===== config.mk =====
export PLATFORM = sky130hd
export DESIGN_NAME = hazard_ctrl_flat
export DESIGN_NICKNAME = d
export VERILOG_FILES = /design/src/rtl/hazard_ctrl_if.sv /design/src/rtl/hazard_ctrl.sv /design/src/flat_wrapper.sv
export SDC_FILE = /design/constraint.sdc
export NUM_CORES = 1
export LEC_CHECK = 0
export CAP_MARGIN = 10
export CELL_PAD_IN_SITES_DETAIL_PLACEMENT = 0
export CELL_PAD_IN_SITES_GLOBAL_PLACEMENT = 1
export CORE_MARGIN = 5
export CORE_UTILIZATION = 33
export DETAILED_ROUTE_END_ITERATION = 16
export PLACE_DENSITY = 0.79
export SETUP_SLACK_MARGIN = 0.1
export SYNTH_ARGS = -nofsm -noshare
export SYNTH_HDL_FRONTEND = slang
export SYNTH_SLANG_ARGS = --single-unit

===== constraint.sdc =====
create_clock -name clk -period 3.3 [get_ports clk]
set_clock_uncertainty 0.15 [all_clocks]
set_input_delay 0.825 -clock clk [delete_from_list [all_inputs] [get_ports clk]]
set_output_delay 0.825 -clock clk [all_outputs]
set_load 0.1 [all_outputs]

===== src/rtl/hazard_ctrl_if.sv =====
// hazard_ctrl_if: ID/EX/WB hazard-control bus.
//   slave  : hazard controller view (consumes pipeline status, drives control)
//   master : pipeline view (drives status, consumes control)
interface hazard_ctrl_if #(
  parameter int unsigned XLEN  = 32,
  parameter int unsigned CNT_W = 16
);
  localparam int unsigned RW = 5;

  logic            id_valid_i;
  logic [RW-1:0]   id_rs1_i;
  logic [RW-1:0]   id_rs2_i;
  logic [RW-1:0]   id_rd_i;
  logic            id_uses_rs1_i;
  logic            id_uses_rs2_i;
  logic            id_writes_rd_i;
  logic            ex_busy_i;
  logic            br_taken_i;
  logic [XLEN-1:0] br_target_i;
  logic            wb_valid_i;
  logic [RW-1:0]   wb_rd_i;

  logic            pc_incr_en_o;
  logic            id_issue_o;
  logic            id_flush_o;
  logic            redirect_o;
  logic [XLEN-1:0] redirect_pc_o;
  logic [CNT_W-1:0] stall_cnt_o;
  logic [CNT_W-1:0] flush_cnt_o;
  logic [1:0]      state_o;

  modport slave (
    input  id_valid_i, id_rs1_i, id_rs2_i, id_rd_i,
    input  id_uses_rs1_i, id_uses_rs2_i, id_writes_rd_i,
    input  ex_busy_i, br_taken_i, br_target_i, wb_valid_i, wb_rd_i,
    output pc_incr_en_o, id_issue_o, id_flush_o, redirect_o, redirect_pc_o,
    output stall_cnt_o, flush_cnt_o, state_o
  );

  modport master (
    output id_valid_i, id_rs1_i, id_rs2_i, id_rd_i,
    output id_uses_rs1_i, id_uses_rs2_i, id_writes_rd_i,
    output ex_busy_i, br_taken_i, br_target_i, wb_valid_i, wb_rd_i,
    input  pc_incr_en_o, id_issue_o, id_flush_o, redirect_o, redirect_pc_o,
    input  stall_cnt_o, flush_cnt_o, state_o
  );
endinterface


===== src/rtl/hazard_ctrl.sv =====
// hazard_ctrl: register scoreboard, issue/stall/flush control and perf counters.
//   clk    : rising-edge clock
//   rst_n  : asynchronous active-low reset; forces all control outputs low
//   bus    : hazard_ctrl_if.slave (ID operands, EX busy, branch redirect,
//            WB retire in; pc_incr/issue/flush/redirect/counters/state out)
module hazard_ctrl #(
  parameter int unsigned XLEN  = 32,
  parameter int unsigned CNT_W = 16
) (
  input  logic           clk,
  input  logic           rst_n,
  hazard_ctrl_if.slave   bus
);
  localparam int unsigned NREG = 32;

  typedef enum logic [1:0] {
    ST_RUN   = 2'd0,
    ST_STALL = 2'd1,
    ST_FLUSH = 2'd2
  } state_t;

  state_t           r_state;
  state_t           w_state_nxt;
  logic [NREG-1:0]  r_pend;
  logic [NREG-1:0]  w_pend_nxt;
  logic [NREG-1:0]  w_set;
  logic [NREG-1:0]  w_clr;
  logic [CNT_W-1:0] r_stall_cnt;
  logic [CNT_W-1:0] r_flush_cnt;
  logic             w_hazard;
  logic             w_stall_cond;
  logic             w_issue;

  // Hazard looks only at the registered scoreboard; bit 0 is never set.
  assign w_hazard = bus.id_valid_i &
                    ((bus.id_uses_rs1_i  & r_pend[bus.id_rs1_i]) |
                     (bus.id_uses_rs2_i  & r_pend[bus.id_rs2_i]) |
                     (bus.id_writes_rd_i & r_pend[bus.id_rd_i]));

  assign w_stall_cond = bus.id_valid_i & (w_hazard | bus.ex_busy_i) & ~bus.br_taken_i;

  // Wrong-path instructions held in ID during FLUSH never issue.
  assign w_issue = bus.id_valid_i & ~w_hazard & ~bus.ex_busy_i & ~bus.br_taken_i &
                   (r_state != ST_FLUSH);

  // Clear applied before set so a same-cycle set/clear leaves the bit set.
  always_comb begin
    w_set = '0;
    w_clr = '0;
    if (w_issue && bus.id_writes_rd_i && (bus.id_rd_i != 5'd0))
      w_set = NREG'(1) << bus.id_rd_i;
    if (bus.wb_valid_i)
      w_clr = NREG'(1) << bus.wb_rd_i;
    w_pend_nxt = ((r_pend & ~w_clr) | w_set) & ~NREG'(1);
  end

  // State register.
  always_ff @(posedge clk or negedge rst_n) begin
    if (!rst_n) r_state <= ST_RUN;
    else        r_state <= w_state_nxt;
  end

  // Next-state logic; a taken branch overrides everything.
  always_comb begin
    w_state_nxt = ST_RUN;
    case (r_state)
      ST_RUN, ST_STALL: w_state_nxt = w_stall_cond ? ST_STALL : ST_RUN;
      ST_FLUSH:         w_state_nxt = ST_RUN;
      default:          w_state_nxt = ST_RUN;
    endcase
    if (bus.br_taken_i) w_state_nxt = ST_FLUSH;
  end

  // Scoreboard and saturating counters.
  always_ff @(posedge clk or negedge rst_n) begin
    if (!rst_n) begin
      r_pend      <= '0;
      r_stall_cnt <= '0;
      r_flush_cnt <= '0;
    end else begin
      r_pend <= w_pend_nxt;
      if ((r_state == ST_STALL) && (r_stall_cnt != '1))
        r_stall_cnt <= r_stall_cnt + CNT_W'(1);
      if (bus.br_taken_i && (r_flush_cnt != '1))
        r_flush_cnt <= r_flush_cnt + CNT_W'(1);
    end
  end

  // Combinational control outputs, held low while reset is asserted.
  always_comb begin
    bus.pc_incr_en_o  = 1'b0;
    bus.id_issue_o    = 1'b0;
    bus.id_flush_o    = 1'b0;
    bus.redirect_o    = 1'b0;
    bus.redirect_pc_o = '0;
    if (rst_n) begin
      bus.pc_incr_en_o  = bus.br_taken_i | ~(bus.id_valid_i & (w_hazard | bus.ex_busy_i));
      bus.id_issue_o    = w_issue;
      bus.id_flush_o    = bus.br_taken_i | ((r_state == ST_FLUSH) & bus.id_valid_i);
      bus.redirect_o    = bus.br_taken_i;
      bus.redirect_pc_o = bus.br_taken_i ? XLEN'(bus.br_target_i) : '0;
    end
  end

  assign bus.stall_cnt_o = r_stall_cnt;
  assign bus.flush_cnt_o = r_flush_cnt;
  assign bus.state_o     = r_state;
endmodule


===== src/flat_wrapper.sv =====
// flat-port wrapper written by rule: the top's interface ports become plain ports
module hazard_ctrl_flat 
#(
  parameter int unsigned XLEN  = 32,
  parameter int unsigned CNT_W = 16
)
  (clk, rst_n, bus_id_valid_i, bus_id_rs1_i, bus_id_rs2_i, bus_id_rd_i, bus_id_uses_rs1_i, bus_id_uses_rs2_i, bus_id_writes_rd_i, bus_ex_busy_i, bus_br_taken_i, bus_br_target_i, bus_wb_valid_i, bus_wb_rd_i, bus_pc_incr_en_o, bus_id_issue_o, bus_id_flush_o, bus_redirect_o, bus_redirect_pc_o, bus_stall_cnt_o, bus_flush_cnt_o, bus_state_o);
  hazard_ctrl_if #(.XLEN(XLEN), .CNT_W(CNT_W)) bus_i ();
  input  logic clk;
  input  logic rst_n;
  input wire logic [$bits(bus_i.id_valid_i)-1:0] bus_id_valid_i;
  input wire logic [$bits(bus_i.id_rs1_i)-1:0] bus_id_rs1_i;
  input wire logic [$bits(bus_i.id_rs2_i)-1:0] bus_id_rs2_i;
  input wire logic [$bits(bus_i.id_rd_i)-1:0] bus_id_rd_i;
  input wire logic [$bits(bus_i.id_uses_rs1_i)-1:0] bus_id_uses_rs1_i;
  input wire logic [$bits(bus_i.id_uses_rs2_i)-1:0] bus_id_uses_rs2_i;
  input wire logic [$bits(bus_i.id_writes_rd_i)-1:0] bus_id_writes_rd_i;
  input wire logic [$bits(bus_i.ex_busy_i)-1:0] bus_ex_busy_i;
  input wire logic [$bits(bus_i.br_taken_i)-1:0] bus_br_taken_i;
  input wire logic [$bits(bus_i.br_target_i)-1:0] bus_br_target_i;
  input wire logic [$bits(bus_i.wb_valid_i)-1:0] bus_wb_valid_i;
  input wire logic [$bits(bus_i.wb_rd_i)-1:0] bus_wb_rd_i;
  output wire logic [$bits(bus_i.pc_incr_en_o)-1:0] bus_pc_incr_en_o;
  output wire logic [$bits(bus_i.id_issue_o)-1:0] bus_id_issue_o;
  output wire logic [$bits(bus_i.id_flush_o)-1:0] bus_id_flush_o;
  output wire logic [$bits(bus_i.redirect_o)-1:0] bus_redirect_o;
  output wire logic [$bits(bus_i.redirect_pc_o)-1:0] bus_redirect_pc_o;
  output wire logic [$bits(bus_i.stall_cnt_o)-1:0] bus_stall_cnt_o;
  output wire logic [$bits(bus_i.flush_cnt_o)-1:0] bus_flush_cnt_o;
  output wire logic [$bits(bus_i.state_o)-1:0] bus_state_o;
  assign bus_i.id_valid_i = bus_id_valid_i;
  assign bus_i.id_rs1_i = bus_id_rs1_i;
  assign bus_i.id_rs2_i = bus_id_rs2_i;
  assign bus_i.id_rd_i = bus_id_rd_i;
  assign bus_i.id_uses_rs1_i = bus_id_uses_rs1_i;
  assign bus_i.id_uses_rs2_i = bus_id_uses_rs2_i;
  assign bus_i.id_writes_rd_i = bus_id_writes_rd_i;
  assign bus_i.ex_busy_i = bus_ex_busy_i;
  assign bus_i.br_taken_i = bus_br_taken_i;
  assign bus_i.br_target_i = bus_br_target_i;
  assign bus_i.wb_valid_i = bus_wb_valid_i;
  assign bus_i.wb_rd_i = bus_wb_rd_i;
  assign bus_pc_incr_en_o = bus_i.pc_incr_en_o;
  assign bus_id_issue_o = bus_i.id_issue_o;
  assign bus_id_flush_o = bus_i.id_flush_o;
  assign bus_redirect_o = bus_i.redirect_o;
  assign bus_redirect_pc_o = bus_i.redirect_pc_o;
  assign bus_stall_cnt_o = bus_i.stall_cnt_o;
  assign bus_flush_cnt_o = bus_i.flush_cnt_o;
  assign bus_state_o = bus_i.state_o;
  hazard_ctrl #(.XLEN(XLEN), .CNT_W(CNT_W)) u_core (.clk(clk), .rst_n(rst_n), .bus(bus_i));
endmodule

# After elaboration in Yosys (flattened, before gate mapping)
# Index checks and enable logic that the tools add are counted.
# totals
register_bits,65
input_bits,61
output_inout_bits,70
# op_classes
addsub,2
n_lt_le_gt_ge,3
n_eq_ne,5
n_shift,2
mux,17
bitwise_logic,23
reduce_logical,7
# ops
op,count
32-bit 2-to-1 mux,4
1-bit by 5-bit left shift with 32-bit output (first input constant),2
16-bit by 1-bit adder with 16-bit output (second input constant),2
32-bit bitwise AND,1
16-bit inequality test (second input constant),2
32-bit inverter,1
32-bit bitwise OR,1
5-bit by 6-bit < comparator with 1-bit output (second input constant),3
1-bit binary-select mux with 5-bit select,3
1-bit bitwise AND,11
1-bit 2-to-1 mux,8
1-bit bitwise OR,5
5-bit nonzero test,1
1-bit logical AND,4
2-bit 2-to-1 mux,2
1-bit inverter,4
2-bit by 1-bit equality test with 1-bit output (second input constant),1
2-bit equality test (second input constant),1
2-bit logical NOT,1
2-bit inequality test (second input constant),1
2-bit OR reduction,1

# Longest topological paths before layout
# Gate-level depths: netlist of the first run.
# logic_depth
ltp_word,15
ltp_mapped,9

# Least setup slack after synthesis of the first run
# OpenSTA, ideal clock, no wires.
# synth_timing
path_type,in2out
startpoint,in bus_id_rs2_i[0]
endpoint,out bus_id_issue_o
t_arrival_ns,5.222
setup_slack_ns,-2.897
stages,7
path_buffers,2
path_cell_list,buf_2 > mux4_2 > mux4_2 > nor2_1 > a211oi_2 > buf_6 > nor4_1
# synth_between
elab_chain_cells,12
# synth_lines
item,line,rtl
"start, declared",flat_wrapper.sv:13,input wire logic [$bits(bus_i.id_rs2_i)-1:0] bus_id_rs2_i;
1-bit binary-select mux with 5-bit select,hazard_ctrl.sv:37,(bus.id_uses_rs2_i & r_pend[bus.id_rs2_i]) |
1-bit 2-to-1 mux (not written as such),hazard_ctrl.sv:37,
1-bit bitwise AND,hazard_ctrl.sv:37,
1-bit bitwise OR,hazard_ctrl.sv:36,((bus.id_uses_rs1_i & r_pend[bus.id_rs1_i]) |
1-bit bitwise OR,hazard_ctrl.sv:37,
1-bit bitwise AND,hazard_ctrl.sv:35,assign w_hazard = bus.id_valid_i &
1-bit inverter,hazard_ctrl.sv:43,assign w_issue = bus.id_valid_i & ~w_hazard & ~bus.ex_busy_i & ~bus.br_taken_i &
1-bit bitwise AND (4 in series),hazard_ctrl.sv:43,
1-bit 2-to-1 mux,hazard_ctrl.sv:96,if (rst_n) begin
"end, declared",flat_wrapper.sv:24,output wire logic [$bits(bus_i.id_issue_o)-1:0] bus_id_issue_o;
# Every way passes these cells. The select of a mux whose other input is x is not followed.

# Worst setup path after layout of the first run
# layout_timing
startpoint,in bus_id_rs1_i[1]
endpoint,out bus_pc_incr_en_o
# layout_between
elab_chain_cells,11
# layout_lines
item,line,rtl
"start, declared",flat_wrapper.sv:12,input wire logic [$bits(bus_i.id_rs1_i)-1:0] bus_id_rs1_i;
1-bit binary-select mux with 5-bit select,hazard_ctrl.sv:36,
1-bit 2-to-1 mux (not written as such),hazard_ctrl.sv:36,
1-bit bitwise AND,hazard_ctrl.sv:36,
1-bit bitwise OR,hazard_ctrl.sv:36,
1-bit bitwise OR,hazard_ctrl.sv:37,
1-bit bitwise AND,hazard_ctrl.sv:35,
1-bit bitwise OR,hazard_ctrl.sv:97,bus.pc_incr_en_o = bus.br_taken_i | ~(bus.id_valid_i & (w_hazard | bus.ex_busy_i));
1-bit bitwise AND,hazard_ctrl.sv:97,
1-bit inverter,hazard_ctrl.sv:97,
1-bit bitwise OR,hazard_ctrl.sv:97,
1-bit 2-to-1 mux,hazard_ctrl.sv:96,
"end, declared",flat_wrapper.sv:23,output wire logic [$bits(bus_i.pc_incr_en_o)-1:0] bus_pc_incr_en_o;
# Every way passes these cells. The select of a mux whose other input is x is not followed.

==> results of run 1 <==
[sequential cells by signal, summed over array words and instances, names as in the netlist]
register                cells
u_core.bus.state_o          2
u_core.r_pend              31
u_core.bus.flush_cnt_o     16
u_core.bus.stall_cnt_o     16
[worst max-delay path, stage by stage]
cell and delay (ns):
buf_12 0.09, mux4_2 0.50, mux4_2 0.46, nand2b_4 0.16
o211ai_4 0.11, nand3b_1 0.16, o31ai_4 0.32, buf_12 0.21
[how the worst max path moves through the flow]
stage                             endpoint  slack (ns)  cells past startpoint
after floorplan             bus_id_issue_o       -0.99                      7
after global placement      bus_id_issue_o       -1.09                      8
after detailed placement    bus_id_issue_o       -1.11                      8
after CTS                 bus_pc_incr_en_o       -0.54                      8
after global routing      bus_pc_incr_en_o       -0.60                      8
final                     bus_pc_incr_en_o       -0.52                      8
[layout make-up]
| type | instances | area [um2] | share of cell area |
|---|---|---|---|
| Clock buffer | 10 | 239.0 | 0.03480 |
| Tap cell | 180 | 225.2 | 0.03280 |
| Timing Repair Buffer | 174 | 1923 | 0.2801 |
| Sequential cell | 65 | 1627 | 0.2369 |
| Inverter | 4 | 15.01 | 0.002187 |
| Clock inverter | 6 | 91.34 | 0.01330 |
| Multi-Input combinational cell | 327 | 2746 | 0.4000 |
[power by group]
group / internal (uW) / switching (uW)
clock: 682 / 362
sequential: 870 / 91.4
combinational: 365 / 835
total: 1920 / 1290
[through the flow]
| stage | power [uW] | utilization | instances | setup TNS, ns |
|---|---|---|---|---|
| floorplan | 1785 | - | 427 | -1.757 |
| global placement | 2154 | 0.4723 | 750 | -14.93 |
| detailed placement | 2173 | 0.4723 | 750 | -16.71 |
| CTS | 3228 | 0.4993 | 767 | -1.041 |
| global route | 3327 | 0.5005 | 766 | -1.021 |
| finish | 3206 | 0.5005 | 766 | -0.8474 |
[metal layers]
layer,wire (um),GRT usage
met3,867,0.03846
met4,324,0.05931
met1,6359,0.2514
met5,0,0
met2,7493,0.3131
[cells in the final DEF, fill, tap and decap left out, types with 3 or more instances in the layout]
master	synthesis	routed
and2_1	4	4
and3_1	44	44
buf_12	1	37
buf_4	1	78
buf_6	7	4
clkbuf_16	0	9
clkdlybuf4s50_1	0	50
clkinvlp_4	0	3
dfrtp_1	65	65
inv_1	4	4
mux2_2	5	4
mux2i_1	8	8
mux4_1	6	3
mux4_2	14	17
nand2_1	20	20
nand3_1	30	30
nand3b_1	8	8
nand4_1	11	11
nor2_1	15	14
nor2b_1	11	10
o21ai_0	31	31
o31ai_2	30	30
or2_2	6	6
or2b_2	5	5
or3_2	12	12
or4_2	3	3
xnor2_1	21	21
xor2_1	7	7
[logic make-up (layout without fill, tap and decap cells)]
logic type / Yosys count / after routing / synth area share
AND/OR/NAND/NOR: 182 / 182 / 0.2376
AO/OA/AOI/OAI: 82 / 82 / 0.1584
flip-flops: 65 / 65 / 0.3575
buffers and inverters: 35 / 194 / 0.05308
multiplexers: 33 / 33 / 0.1339
XOR/XNOR: 28 / 28 / 0.05391
adder cells (fa/ha/maj): 2 / 2 / 0.005500
[repair_timing]
item,4_1_cts,5_1_grt
hold buffers,0,0
resized for setup,30,18
endpoints found under the setup margin,34,2
pin swaps,4,8
setup buffers,1,0
==> results.sh, run 1 <==
export IMPL_row_count=43
export IMPL_grtUsageTotal=0.1899
export IMPL_slew_viol_final=0
export IMPL_synth_seq_area_share=0.3575
export IMPL_grt_overflow_total=0
export IMPL_ff2ff_path_depth=7
export IMPL_slew_headroom=0.6047
export IMPL_syn_to_final_growth_pct=50.94
export IMPL_min_period_over_period=1.158
export IMPL_synthesis_area_mm2=0.004549
export IMPL_cp_startpoint="bus_id_rs1_i[1]"
export IMPL_vias=4146
export IMPL_rsz0062_at_grt="yes"
export IMPL_antenna_found_initial=0
export IMPL_cts_buffers=9
export IMPL_clk_pin_slew_ns=0.05
export IMPL_fin_nets=644
export IMPL_wire_per_inst_um=19.64
export IMPL_cp_data_arrival_time_ns=2.85
export IMPL_die_h_um=127.4
export IMPL_drive_gt1_frac=0.3959
export IMPL_ioPinCount=131
export IMPL_cts_sinks=65
export IMPL_synth_nets=490
export IMPL_leakagePower_uw=0.003059
export IMPL_viasPerCell=5.413
export IMPL_synthArstFlopShare=1.000
export IMPL_worstMarginPinSlew_ns=0.5919
export IMPL_ys_ff_latch=65
export IMPL_post_dp_cell_area_mm2=0.006480
export IMPL_drtPass1Iterations=4
export IMPL_status="complete, but fails checks"
export IMPL_place_congestion=0.9644
export IMPL_required_ns=2.32
export IMPL_synth_common_cells="dfrtp_1, and3_1, o21ai_0"
export IMPL_setup_ws_ns=-0.5214
export IMPL_path_max_fanout=5
export IMPL_hold_viol=0
export IMPL_clockRootBuffer="clkbuf_16"
export IMPL_worstSetupEndpointType="primary output"
export IMPL_dp_hpwl_um=11720
export IMPL_synth_top_area_frac=0.3575
export IMPL_yosys_area_top_type="dfrtp_1"
export IMPL_hold_class="in -> async"
export IMPL_htreeDepth=3
export IMPL_grt_pass1_wl_um=24080
export IMPL_grt_max_degree=44
export IMPL_design_die_area_mm2=0.01623
export IMPL_yosys_warnings=0
export IMPL_avgSynthCellArea_um2=10.65
export IMPL_synth_edf_count=0
export IMPL_drtAntennaViolNets=0
export IMPL_dominantRegCellSynth="dfrtp_1"
export IMPL_die_x_um=127.4
export IMPL_drcViolationCount=0
export IMPL_crit_path_start_kind="input pin"
export IMPL_violations="negative setup slack"
export IMPL_crit_type="in -> out"
export IMPL_irDropWorstVdd_v=0.0007888
export IMPL_clk_path_buf_depth=2
export IMPL_dp_slack_ns=-1.112
export IMPL_r2r_start="u_core.r_pend[8]$_DFF_PN0_"
export IMPL_fmax_ghz=0.2617
export IMPL_grt_pass1_vias=4257
export IMPL_netlist_top_cells_area="dfrtp_1, o31ai_2, mux4_2"
export IMPL_r2r_end="u_core.bus.state_o[0]$_DFF_PN0_"
export IMPL_cts_tree="done"
export IMPL_setup_viol=2
export IMPL_min_period_ns=3.821
export IMPL_max_cap_viol_count=0
export IMPL_initial_core_util=0.3316
export IMPL_post_synth_top_count_cell="dfrtp_1"
export IMPL_synth_distinct_cells=61
export IMPL_fillers=1217
export IMPL_power_density_mw_per_mm2=467.0
export IMPL_core_mm2=0.01372
export IMPL_insertedDiodeCount=0
export IMPL_r2r_slack_ns=0.62
export IMPL_holdWs_ns=0.2635
export IMPL_drtIter0Drc=319
export IMPL_totalWireLength_um=15040
export IMPL_clkLatencyLatePin_ns=0.34
export IMPL_fin_area_mm2=0.006867
export IMPL_netlist_instances=427
export IMPL_numPortBuffers=130
(Power assumes the default switching activity.)
==> run 2, diff against run 1 <==
--- a/config.mk
+++ b/config.mk
@@ -11,6 +11,7 @@
 export CORE_MARGIN = 5
 export CORE_UTILIZATION = 33
 export DETAILED_ROUTE_END_ITERATION = 16
+export HOLD_SLACK_MARGIN = 0.03
 export PLACE_DENSITY = 0.79
 export SETUP_SLACK_MARGIN = 0.1
 export SYNTH_ARGS = -nofsm -noshare
==> results of run 2 <==
The final DEF is identical to that of run 1; final timing and power are the same.
==> run 3, diff against run 2 <==
--- a/config.mk
+++ b/config.mk
@@ -5,7 +5,6 @@
 export SDC_FILE = /design/constraint.sdc
 export NUM_CORES = 1
 export LEC_CHECK = 0
-export CAP_MARGIN = 10
 export CELL_PAD_IN_SITES_DETAIL_PLACEMENT = 0
 export CELL_PAD_IN_SITES_GLOBAL_PLACEMENT = 1
 export CORE_MARGIN = 5
==> results of run 3 <==
The final DEF is identical to that of run 1; final timing and power are the same.
